<file path="src/rtl/fpga_klut_cfg.sv">
// K-input configurable LUT cell with a serially loaded shadow configuration.
// A new truth table and mode bit shift into a shadow register while the active
// table keeps evaluating; a one-cycle commit then copies the shadow into the
// active table. The mode bit selects a combinational or clock-enabled registered
// output.
module fpga_klut_cfg #(
  parameter int unsigned K = 4
) (
  input  logic         clk_i,
  input  logic         reset_i,
  input  logic         cfg_en_i,
  input  logic         cfg_bit_i,
  output logic         cfg_busy_o,
  output logic         cfg_done_o,
  input  logic [K-1:0] in_i,
  input  logic         ce_i,
  output logic         out_o
);

  // Truth-table width and per-cell bitstream length (table plus mode bit).
  localparam int unsigned TblW   = 2 ** K;
  localparam int unsigned CfgLen = TblW + 1;
  localparam int unsigned CntW   = $clog2(CfgLen + 1);

  localparam logic [1:0] StIdle   = 2'd0;
  localparam logic [1:0] StShift  = 2'd1;
  localparam logic [1:0] StCommit = 2'd2;

  logic [1:0]        state_q, state_d;
  logic [CntW-1:0]   cnt_q, cnt_d;
  logic [CfgLen-1:0] sh_q, sh_d;
  logic [TblW-1:0]   tbl_q, tbl_d;
  logic              mode_q, mode_d;
  logic              q_q, q_d;
  logic              done_q, done_d;
  logic              lut;

  // Active-table lookup; the shadow register never feeds this path.
  always_comb begin
    lut = tbl_q[in_i];
  end

  // Configuration FSM: shift into the shadow, then commit for exactly one cycle.
  always_comb begin
    state_d = state_q;
    cnt_d   = cnt_q;
    sh_d    = sh_q;
    tbl_d   = tbl_q;
    mode_d  = mode_q;
    done_d  = 1'b0;
    case (state_q)
      StIdle: begin
        if (cfg_en_i) begin
          sh_d    = {cfg_bit_i, sh_q[CfgLen-1:1]};
          cnt_d   = CntW'(1);
          state_d = StShift;
        end
      end
      StShift: begin
        // Pauses (cfg_en_i low) hold both the shadow and the count.
        if (cfg_en_i) begin
          sh_d  = {cfg_bit_i, sh_q[CfgLen-1:1]};
          cnt_d = cnt_q + CntW'(1);
          if (cnt_q == CntW'(CfgLen - 1)) begin
            state_d = StCommit;
          end
        end
      end
      StCommit: begin
        // Strobes here are dropped; the driver must leave this cycle empty.
        tbl_d   = sh_q[TblW-1:0];
        mode_d  = sh_q[CfgLen-1];
        cnt_d   = '0;
        done_d  = 1'b1;
        state_d = StIdle;
      end
      default: begin
        state_d = StIdle;
      end
    endcase
  end

  // Output flop tracks the lookup whenever enabled, in either mode, so a
  // switch to registered mode shows an up-to-date value.
  always_comb begin
    q_d = ce_i ? lut : q_q;
  end

  // All state, with synchronous reset overriding every other input.
  always_ff @(posedge clk_i) begin
    if (reset_i) begin
      state_q <= StIdle;
      cnt_q   <= '0;
      sh_q    <= '0;
      tbl_q   <= '0;
      mode_q  <= 1'b0;
      q_q     <= 1'b0;
      done_q  <= 1'b0;
    end else begin
      state_q <= state_d;
      cnt_q   <= cnt_d;
      sh_q    <= sh_d;
      tbl_q   <= tbl_d;
      mode_q  <= mode_d;
      q_q     <= q_d;
      done_q  <= done_d;
    end
  end

  // Status decodes straight from registered state; output mux by mode.
  always_comb begin
    cfg_busy_o = (state_q != StIdle);
    cfg_done_o = done_q;
    out_o      = mode_q ? q_q : lut;
  end

endmodule

</file>
<file path="config.mk">
export PLATFORM = sky130hd
export DESIGN_NAME = fpga_klut_cfg
export DESIGN_NICKNAME = d
export VERILOG_FILES = /design/src/rtl/fpga_klut_cfg.sv
export SDC_FILE = /design/constraint.sdc
export NUM_CORES = 1
export LEC_CHECK = 0
export BUFFER_PORTS_ARGS = -buffer_cell sky130_fd_sc_hd__buf_2
export CORE_UTILIZATION = 57
export CTS_CLUSTER_DIAMETER = 30
export DETAILED_ROUTE_END_ITERATION = 7
export PLACE_DENSITY_LB_ADDON = 0.25
export SLEW_MARGIN = 30
export SYNTH_ARGS = -nofsm -noshare
export SYNTH_HDL_FRONTEND = slang
export SYNTH_SLANG_ARGS = --single-unit
</file>
<file path="constraint.sdc">
create_clock -name clk_i -period 2.35 [get_ports clk_i]
set_clock_uncertainty 0.2 [all_clocks]
set_input_delay 0.3525 -clock clk_i [delete_from_list [all_inputs] [get_ports clk_i]]
set_output_delay 0.3525 -clock clk_i [all_outputs]
set_load 0.05 [all_outputs]
</file>
# Word-level counts from Yosys, hierarchy flattened
# Cells that the tools add are included.
# word_totals
mem_bits_ro	0
out_inout_bits	3
ram_bits	0
input_bits	9
register_bits	43
latch_bits	0
memories	0
elab_cells	33
# classes
multipliers	0
magnitude_cmp	1
div_mod_pow	0
bitwise	0
reduce_logical	7
n_shift	0
muxes	11
eq_ne	6
addsub	1
# op_table
operator	count
5-bit one-hot mux with 3 select lines	1
5-bit two-way mux	2
2-bit two-way mux	3
2-bit inequality test, second input constant	3
3-bit AND reduction	2
5-bit by 1-bit adder with 5-bit output, second input constant	1
5-bit == test, second input constant	1
4-bit by 5-bit < comparator with 1-bit output, second input constant	1
1-bit binary-select mux with 4-bit select	1
2-bit one-hot mux with 2 select lines	1
1-bit two-way mux	3
3-bit nonzero test	1
2-bit by 1-bit == test with 1-bit output, second input constant	1
2-bit == test, second input constant	1
2-bit logical NOT	1
2-bit AND reduction	1
2-bit nonzero test	1
2-bit OR reduction	1

# Depth between registers and ports, before layout
# Gate-level depths: netlist of run 1.
# logic_depth
depth_word	4
depth_mapped	8
depth_no_buf	6

# Worst setup path after synthesis of run 1
# Ideal clock, no wire load.
# synth_path
path_type	input to output
startpoint	in in_i[2]
endpoint	out out_o
path_slack_ps	67
required_ps	1798
n_path_buf	0
arrival_time_ps	1731
stages	3
path_cell_list	mux4_1 > mux4_2 > mux2_2
# synth_between
elab_chain_len	3
# synth_rtl
item	line_no	source
start, declared	15	input logic [K-1:0] in_i,
1-bit binary-select mux with 4-bit select	40	lut = tbl_q[in_i];
1-bit two-way mux (not written as such)	40	
1-bit two-way mux	114	out_o = mode_q ? q_q : lut;
end, declared	17	output logic out_o
# Every way passes these cells. The select of a mux whose other input is x is not followed.

# Final worst setup path of run 1
# layout_path
startpoint	reg tbl_q[15]
endpoint	out out_o
# layout_between
elab_chain_len	3
# layout_rtl
item	line_no	source
start, declared	32	logic [TblW-1:0] tbl_q, tbl_d;
start signal, assigned	103	tbl_q <= tbl_d;
1-bit binary-select mux with 4-bit select	40	
1-bit two-way mux (not written as such)	40	
1-bit two-way mux	114	
# Every way passes these cells. The select of a mux whose other input is x is not followed.

==> summary.md, run 1 <==
| Metric | Value |
|---|---|
| Reg2reg path depth | `6` |
| Fillers | `249` |
| Crit Path Category | `reg2out` |
| Largest stage delay, worst path | `~500 ps` |
| FF+latch count, synth | `43` |
| Layout cells sized above 1 | `0.197` |
| Minimum clock period | `approximately 2700 ps` |
| Vias/cell | `between 5 and 6` |
| Worst skew pair latency | `about 350 ps` |
| Worst setup margin | `-308 ps` |
| Slew margin rel. | `0.536` |
| Number of diodes | `0` |
| Placer Congestion | `0.812` |
| Hold Path Depth | `3` |
| Reg2reg start | `state_q[1]` |
| Starting Density | `0.595` |
| Synth-to-layout area growth | `10.9%` |
| GR Overflow Total | `0` |
| CTS Buf Count | `5` |
| Initial DRT Pass Iterations | `4` |
| Post-route cell area | `approximately 0.002 mm²` |
| Failing checks | `negative setup slack` |
| Hold crit path type | `in2reg` |
| Distinct cell type count after synthesis | `27` |
| Worst EP required | `around 1800 ps` |
| Overall power | `about 1.6 mW` |
| Hold Path End | `sh_q[16]` |
| Yosys top cell area share | `0.478` |
| Top cell type by total area after synthesis | `dfxtp_1` |
| Final period util | `1.13` |
| I/O Buffers | `11` |
| Worst slew pin tran | `696 ps` |
| Critical Path Sink Type | `output pin` |
| CP bufs+invs | `1` |
| CP Cell Sequence | `mux4_2 > mux4_2 > mux2_4 > buf_8` |
| DRT iter0 DRCs | `75` |
| Vias | `1314` |
| Min-delay src | `cfg_bit_i` |
| Final setup fails | `1` |
| Final WL | `between 3 and 4 mm` |
| Hold Fails Final Rpt | `0` |
| Peak supply drop | `roughly 0.50 mV` |
| R2r endpoint | `sh_q[4]` |
| Area of the multi-input gates | `roughly 870 µm²` |
| Cell area after synthesis | `between 0.0015 and 0.002 mm²` |
| Top Ports | `12` |
| Antenna violations before repair | `0` |
| Final antenna-violating net count | `0` |
| Total negative slack | `-308 ps` |
| Power density cells | `800 mW/mm²` |
| Reg area | `roughly 870 µm²` |
| Leakage | `around 0.74 nW` |
| Die area | `0.00339 mm²` |
| CTS Root Cell | `clkbuf_4` |
| Core Region | `about 0.0030 mm²` |
| Sequential element share of the synthesized area | `0.478` |
| Synth area leaders | `dfxtp_1, mux2i_1, nand2_1` |
| Cell family with most CP delay | `multiplexers` |
| WL/cell | `roughly 14 µm` |
| Max Freq | `about 0.38 GHz` |
| Crit path launch type | `flop` |
| Die width | `just under 60 µm` |
| Residual DRC | `0` |
| Global-route wire length before repair | `around 5.9 mm` |
| Commonest non-fill, non-tap cells in the layout | `nand2_1, dfxtp_1, nor2_1, mux2i_1, a21oi_1` |
| Row cnt | `20` |
| Reg clk slew, reported paths | `between 100 and 150 ps` |
| Status | `finished, violations left` |
| Cell count after synthesis | `190` |
| Die height | `around 58 µm` |
| Total track usage | `0.236` |
| Slowest cell on crit path | `mux4_2` |
| CTS max path bufs | `2` |
| Most common cell on crit path | `mux4_2` |
| Area after DPL | `about 0.0019 mm²` |
| Vias in the first global route | `approximately 1.3k` |
| Nets | `around 220` |
| Largest net degree at the start of global routing | `42` |
| Setup repair after global routing missed its margin | `yes` |
| Finished Core Util | `0.660` |
| # H-tree levels | `2` |
| FF-to-FF setup slack | `260 ps` |
| Syn nets | `roughly 200` |
| Most common cell after layout, fill and taps aside | `nand2_1` |
| CTS sink cnt | `43` |
| Final hold slack | `31.1 ps` |
| CTS tree | `built` |
| Crit path DAT | `around 2100 ps` |
| Post-DP HPWL | `between 2 and 2.5 mm` |
| Worst-path fanout max | `2` |
| Max-Cap Viols | `0` |
| Fin. max-slew vios | `0` |
| Synth warnings | `0` |
| Syn Area/Cell | `9.48 µm²` |
[area by class of cell]
| class | count | share of cell area |
|---|---|---|
| well taps | 44 | 0.0276 |
| repair buffers | 15 | 0.0476 |
| multi-input cells | 131 | 0.434 |
| clock inverters | 2 | 0.0175 |
| inverters | 6 | 0.0113 |
| clock buffers | 6 | 0.0257 |
| flip-flops and latches | 43 | 0.436 |
[stage by stage]
| step | std cells | setup WS [ps] |
|---|---|---|
| 2_1_floorplan | 190 | 66.6 |
| 6_report | 247 | -308 |
| 3_3_place_gp | 237 | -184 |
| 4_1_cts | 247 | -305 |
| 5_1_grt | 247 | -366 |
| 3_5_place_dp | 237 | -204 |
[routing by layer]
layer  global-route usage  part of all wire
met2                0.422              0.51
met4               0.0816             0.017
met5                    0                 0
met3               0.0603             0.022
met1                0.274              0.45
[worst register-to-register path: cells and delay by family (launching register included)]
kind / cells / cell delay, ps
buffers and inverters: 1 / 110
AO/OA/AOI/OAI: 1 / 80
flip-flops: 1 / 400
AND/OR/NAND/NOR: 3 / 900
adder cells (fa/ha/maj): 1 / 260
[cells in the mapped netlist]
cell        n
buf_1       1
a21oi_1    19
xor2_1      3
o2111ai_1   2
nor2_1     23
a21o_1      1
or2_2       2
a21bo_2     1
mux2_2      1
nor2b_1     3
and2_1      1
mux2i_1    19
clkbuf_1    8
nor3_1      2
inv_1       6
mux4_1      4
ha_1        6
o21ai_0     2
nand2_1    36
nand3_1     1
nand2b_1    1
buf_2       1
a41oi_1     1
dfxtp_1    43
mux4_2      1
nor4bb_1    1
a221oi_1    1
[flip-flops by register name, indices dropped and copies added, names as in the netlist]
signal / count
state_q: 2
q_q: 1
cfg_done_o: 1
mode_q: 1
cnt_q: 5
sh_q: 17
tbl_q: 16
[where the power goes]
group	internal (mW)	total, mW	switching, mW	leakage, nW
Combinational	0.114	0.332	0.217	0.338
Sequential	0.750	0.770	0.0201	0.351
Clock	0.252	0.495	0.244	0.0482
Total	1.12	1.60	0.481	0.738
[worst max path at each step]
stage	startpoint	end	cells after the start	slack, ps
2_1_floorplan	in_i[2]	out_o	3	70
3_3_place_gp	in_i[2]	out_o	5	-180
3_5_place_dp	in_i[2]	out_o	5	-200
4_1_cts	tbl_q[15]	out_o	4	-300
5_1_grt	tbl_q[15]	out_o	4	-370
6_report	tbl_q[15]	out_o	4	-310
[timing repair]
item,4_1_cts,5_1_grt
gates resized for setup,16,0
pin swaps,0,0
endpoints found under the setup margin,1,1
setup buffers,2,0
hold buffers,0,0
[cell families (layout without fill, tap and decap cells)]
family | count (synthesis) | after routing | share of synthesized area
AOI/OAI and AO/OA | 27 | 27 | 0.0876
xor gates and xnor gates | 3 | 3 | 0.0146
adders and majority gates | 6 | 6 | 0.0417
buffers and inverters | 16 | 29 | 0.0340
DFF | 43 | 43 | 0.478
muxes | 25 | 25 | 0.183
and+or+nand+nor | 70 | 70 | 0.161
No activity file was read; power rests on OpenSTA's default activity.
==> run 2: changes to the inputs <==
--- a/config.mk
+++ b/config.mk
@@ -6,7 +6,10 @@
 export NUM_CORES = 1
 export LEC_CHECK = 0
 export BUFFER_PORTS_ARGS = -buffer_cell sky130_fd_sc_hd__buf_2
-export CORE_UTILIZATION = 57
+export CAP_MARGIN = 20
+export CELL_PAD_IN_SITES_DETAIL_PLACEMENT = 1
+export CELL_PAD_IN_SITES_GLOBAL_PLACEMENT = 1
+export CORE_UTILIZATION = 45
 export CTS_CLUSTER_DIAMETER = 30
 export DETAILED_ROUTE_END_ITERATION = 7
 export PLACE_DENSITY_LB_ADDON = 0.25
==> summary.md, run 2 (synthesis results as in run 1) <==
| Metric | Value |
|---|---|
| Status | `finished, violations left` |
| Failing checks | `negative setup slack` |
| Antenna violations before repair | `0 (unchanged)` |
| Total track usage | `0.214 (-0.0221)` |
| Hold crit path type | `in2reg` |
| CTS max path bufs | `2 (unchanged)` |
| GR Overflow Total | `0 (unchanged)` |
| Final WL | `3.97 mm (+11%)` |
| Crit path DAT | `2010 ps (-100 ps)` |
| Vias/cell | `5.39 (+1.4%)` |
| Pre-CTS setup slack | `-224 ps (-19.5 ps)` |
| CTS sink cnt | `43 (unchanged)` |
| Reg clk slew, reported paths | `80 ps (-50 ps)` |
| Initial DRT Pass Iterations | `4 (unchanged)` |
| CP bufs+invs | `1 (unchanged)` |
| Most common cell after layout, fill and taps aside | `dfxtp_1` |
| Hold Path End | `sh_q[16]` |
| Post-DP HPWL | `2.60 mm (+8.1%)` |
| Cts hold-fix bufs | `0 (unchanged)` |
| Global-route wire length before repair | `6.80 mm (+15%)` |
| Clk pwr share | `0.331 (+0.021)` |
| Largest net degree at the start of global routing | `42 (unchanged)` |
| Finished Core Util | `0.536 (-0.123)` |
| Leakage | `0.734 nW (-0.47%)` |
| Post-route cell area | `0.00201 mm² (+0.56%)` |
| Slew margin rel. | `0.518 (-0.0179)` |
| Vias | `1343 (+2.2%)` |
| Core Region | `0.00374 mm² (+24%)` |
| Area of the multi-input gates | `867 µm² (unchanged)` |
| Placer Congestion | `0.753 (-7.2%)` |
| Die area | `0.00426 mm² (+26%)` |
| Critical Path Sink Type | `output pin` |
| Hold Fails Final Rpt | `0 (unchanged)` |
| Overall power | `1.65 mW (+3.6%)` |
| Crit path from | `tbl_q[15]` |
| Starting Density | `0.481 (-0.114)` |
| CTS Root Cell | `clkbuf_8` |
| Worst slew pin tran | `723 ps (+26.9 ps)` |
| Final setup fails | `1 (unchanged)` |
| Largest register by flop count | `sh_q` |
| Nets | `216 (-0.46%)` |
| Top Ports | `12 (unchanged)` |
| Fillers | `436 (+75%)` |
| Worst setup margin | `-216 ps (+91.3 ps)` |
| Largest register FFs | `17 (unchanged)` |
| Final period util | `1.09 (-0.0388)` |
| Residual DRC | `0 (unchanged)` |
| Die width | `65.3 µm (+12%)` |
| Max Freq | `0.390 GHz (+3.6%)` |
| Min-delay src | `cfg_bit_i` |
| Setup repair after global routing missed its margin | `yes` |
| Slowest cell on crit path | `mux4_2` |
| Sw Ratio | `0.291 (-0.0106)` |
| Final hold slack | `89.7 ps (+58.6 ps)` |
| Top Registers | `sh_q (17), tbl_q (16), cnt_q (5)` |
| Largest stage delay, worst path | `490 ps (about the same)` |
| Layout cells sized above 1 | `0.174 (-0.0229)` |
| Vias in the first global route | `1401 (+7.5%)` |
| Area after DPL | `0.00189 mm² (+0.26%)` |
| Reg2reg path depth | `6 (unchanged)` |
| Cell family with most CP delay | `multiplexers` |
| FF-to-FF setup slack | `280 ps (+20 ps)` |
| Most common cell on crit path | `mux4_2` |
| Reg2reg start | `state_q[1]` |
| Power density cells | `824 mW/mm² (+3.0%)` |
| Synth-to-layout area growth | `11.5%` |
| Sequential power share | `0.466 (-0.016)` |
| Max-Cap Viols | `0 (unchanged)` |
| Final antenna-violating net count | `0 (unchanged)` |
| CP Cell Sequence | `mux4_2 > mux4_2 > mux2_4 > buf_8` |
| Commonest non-fill, non-tap cells in the layout | `dfxtp_1, nand2_1, nor2_1, mux2i_1, a21oi_1` |
| Worst-path fanout max | `2 (unchanged)` |
| Hold Path Depth | `3 (unchanged)` |
| Peak supply drop | `0.379 mV (-24%)` |
| Worst skew pair latency | `290 ps (-60 ps)` |
| Crit Path Category | `reg2out` |
| Number of diodes | `0 (unchanged)` |
| CTS tree | `built` |
| Row cnt | `22 (+10%)` |
| Die height | `65.3 µm (+12%)` |
| Fin. max-slew vios | `0 (unchanged)` |
| P_sw | `481 µW (about the same)` |
| I/O Buffers | `11 (unchanged)` |
| Int Power | `1.17 mW (+5.2%)` |
| Crit path launch type | `flop` |
| # H-tree levels | `2 (unchanged)` |
| CTS Buf Count | `5 (unchanged)` |
| Reg area | `868 µm² (-0.29%)` |
| Worst EP required | `1800 ps (about the same)` |
| R2r endpoint | `sh_q[6]` |
| WL/cell | `15.9 µm (+11%)` |
| Minimum clock period | `2570 ps (-91.3 ps)` |
| Comb pwr share | `0.203 (-0.005)` |
| DRT iter0 DRCs | `53 (-29%)` |
run 2: changes by cell type in the layout (fill, tap and decap cells not counted), moves of 2 or more:
cell	before	now
clkbuf_4	5	0
dfxtp_2	8	6
dfxtp_1	35	37
clkbuf_8	1	5
run 2: routing by layer:
metal	up-vias	GRT usage	wire, µm	share of wire
met4	0	0.0815	44	0.011
met2	15	0.384	2090	0.53
li1	655	-	-	-
met1	668	0.245	1730	0.44
met5	-	0	0	0
met3	5	0.0486	107	0.027
run 2: tightest hold or removal path: cells and delay by family:
family          cells  cell delay, ps
compound gates      1              50
buf+inv             1              90
simple gates        1              40
run 2: final cells by class:
cell class / instances / share of cell area
clock inverter: 1 / 0.0150
timing repair buffer: 14 / 0.0436
sequential: 43 / 0.432
tap: 48 / 0.0299
inverter: 6 / 0.0112
multi-input combinational: 131 / 0.432
clock buffer: 6 / 0.0361
run 2: worst max-delay path by stage:
stage                 end  slack (ps)  cells past startpoint
global route        out_o        -270                      4
CTS                 out_o        -230                      4
floorplan           out_o          70                      3
finish              out_o        -220                      4
detailed placement  out_o        -220                      5
global placement    out_o        -180                      5
run 2: per-stage QoR:
stage	TNS, ps	instances
6_report	-216	249
5_1_grt	-269	249
4_1_cts	-227	249
3_5_place_dp	-224	241
3_3_place_gp	-183	241
2_1_floorplan	0	190
run 2: repair_timing:
item	4_1_cts	5_1_grt
setup buffers	1	0
gates resized for setup	14	0
setup endpoints to repair	1	1
gates cloned	0	0
run 2: power groups by stage:
stage	clock network [mW]	logic, mW	registers [mW]
floorplan	0	0.250	0.786
global placement	0	0.320	0.784
detailed placement	0	0.335	0.787
CTS	0.562	0.339	0.770
global route	0.596	0.372	0.774
finish	0.548	0.336	0.770
==> run 3: changes to the inputs <==
--- a/config.mk
+++ b/config.mk
@@ -9,6 +9,7 @@
 export CAP_MARGIN = 20
 export CELL_PAD_IN_SITES_DETAIL_PLACEMENT = 1
 export CELL_PAD_IN_SITES_GLOBAL_PLACEMENT = 1
+export CORE_ASPECT_RATIO = 1.5
 export CORE_UTILIZATION = 45
 export CTS_CLUSTER_DIAMETER = 30
 export DETAILED_ROUTE_END_ITERATION = 7
==> summary.md, run 3 (synthesis results as in run 1) <==
| Metric | Value |
|---|---|
| Status | `finished, violations left` |
| Failing checks | `negative setup slack` |
| CTS tree | `built` |
| Minimum clock period | `2600 ps (+37.4 ps)` |
| Crit Path Category | `reg2out` |
| Power density cells | `789 mW/mm² (-4.2%)` |
| Vias/cell | `5.42 (+0.54%)` |
| Reg clk slew, reported paths | `80 ps (about the same)` |
| Worst setup margin | `-254 ps (-37.4 ps)` |
| Layout cells sized above 1 | `0.163 (-0.0116)` |
| Setup repair after global routing missed its margin | `yes` |
| Residual DRC | `0 (unchanged)` |
| Placer Congestion | `0.773 (+2.6%)` |
| Crit path launch type | `flop` |
| Hold crit path type | `in2reg` |
| Worst-path fanout max | `2 (unchanged)` |
| Top Ports | `12 (unchanged)` |
| Final antenna-violating net count | `0 (unchanged)` |
| GR Overflow Total | `0 (unchanged)` |
| Worst EP required | `1800 ps (about the same)` |
| Largest register FFs | `17 (unchanged)` |
| Number of diodes | `0 (unchanged)` |
| CTS sink cnt | `43 (unchanged)` |
| Final period util | `1.11 (+0.0159)` |
| Die height | `79.5 µm (+22%)` |
| Largest net degree at the start of global routing | `30 (-29%)` |
| Most common cell after layout, fill and taps aside | `dfxtp_1` |
| Commonest non-fill, non-tap cells in the layout | `dfxtp_1, nand2_1, nor2_1, mux2i_1, a21oi_1` |
| Peak supply drop | `0.615 mV (+62%)` |
| Global-route wire length before repair | `6.54 mm (-3.8%)` |
| Row cnt | `27 (+23%)` |
| Antenna violations before repair | `0 (unchanged)` |
| Hold Fails Final Rpt | `0 (unchanged)` |
| Nets | `218 (+0.93%)` |
| DRT iter0 DRCs | `19 (-64%)` |
| Largest register by flop count | `sh_q` |
| Area after DPL | `0.00190 mm² (+0.46%)` |
| Post-route cell area | `0.00201 mm² (-0.12%)` |
| Final WL | `3.98 mm (+0.33%)` |
| Die area | `0.00426 mm² (+0.12%)` |
| CTS Root Cell | `clkbuf_8` |
| Critical Path Sink Type | `output pin` |
| Post-DP HPWL | `2.93 mm (+12%)` |
| Max Freq | `0.384 GHz (-1.4%)` |
| Fin. max-slew vios | `0 (unchanged)` |
| Crit path DAT | `2050 ps (+40 ps)` |
| Slew margin rel. | `0.580 (+0.0622)` |
| Initial DRT Pass Iterations | `4 (unchanged)` |
| Worst slew pin tran | `630 ps (-93.3 ps)` |
| Synth-to-layout area growth | `11.4%` |
| Starting Density | `0.480 (-0.000802)` |
| WL/cell | `16.2 µm (+1.6%)` |
| Worst skew pair latency | `300 ps (about the same)` |
| Vias in the first global route | `1377 (-1.7%)` |
| Core Region | `0.00375 mm² (+0.17%)` |
| Die width | `53.6 µm (-18%)` |
| Total track usage | `0.220 (+0.00522)` |
| CTS Buf Count | `5 (unchanged)` |
| Leakage | `0.752 nW (+2.5%)` |
| Total negative slack | `-254 ps (-37.4 ps)` |
| I/O Buffers | `11 (unchanged)` |
| CTS max path bufs | `2 (unchanged)` |
| Vias | `1334 (-0.67%)` |
| Finished Core Util | `0.535 (-0.00156)` |
| # H-tree levels | `2 (unchanged)` |
| Top Registers | `sh_q (17), tbl_q (16), cnt_q (5)` |
| Final setup fails | `1 (unchanged)` |
| Max-Cap Viols | `0 (unchanged)` |
-- run 3: cell count changes in the layout (fill, tap and decap cells not counted) --
cell and delta:
mux4_1 +2, bufinv_16 -1, clkbuf_1 -1, buf_4 +2, clkinv_2 +1, mux4_2 -2
dfxtp_1 +3, dfxtp_2 -3, clkbuf_8 +1
-- run 3: what timing repair did --
item,in CTS,in global routing
setup buffers,0,1
resized for setup,8,1
hold endpoints to repair,0,0
endpoints found under the setup margin,1,1
hold buffers,0,0
-- run 3: layer usage --
metal  vias up  share of wire  GRT usage
li1        659              -          -
met1       649           0.39      0.228
met2        20           0.55      0.400
met3         6          0.034     0.0552
met4         0          0.017     0.0868
met5         -              0          0
-- run 3: layout make-up --
class	count	area (µm²)
Inverter	6	22.5
Clock buffer	6	82.6
Tap cell	43	53.8
Sequential cell	43	865
Clock inverter	1	5.00
Fill cell	435	1740
Timing Repair Buffer	16	103
Multi-Input combinational cell	131	875
-- run 3: power breakdown --
group	leakage, nW	internal, mW	switching (mW)
Combinational	0.357	0.121	0.220
Sequential	0.349	0.749	0.0225
Clock	0.0470	0.231	0.240
Total	0.752	1.10	0.482
-- run 3: final timing paths --
check / cells after the start / from / slack, ps / to
worst min-delay path: 3 / ce_i / 110 / q_q
worst max-delay path: 4 / tbl_q[15] / -250 / out_o
worst min register to register: 2 / sh_q[0] / 270 / sh_q[0]
worst max register to register: 6 / state_q[1] / 280 / sh_q[6]
-- run 3: worst max-delay path: stages (launching register included) --
cell	delay [ps]
dfxtp_2	330
mux4_2	460
mux4_2	510
mux2_4	300
buf_8	150
-- run 3: metrics by stage --
stage | setup WS, ps | instances | power [mW] | hold WS (ps)
2_1_floorplan | 66.6 | 190 | 1.04 | 236
3_3_place_gp | -179 | 238 | 1.11 | 247
3_5_place_dp | -246 | 238 | 1.13 | 262
4_1_cts | -249 | 245 | 1.60 | 107
5_1_grt | -297 | 246 | 1.67 | 112
6_report | -254 | 246 | 1.58 | 113
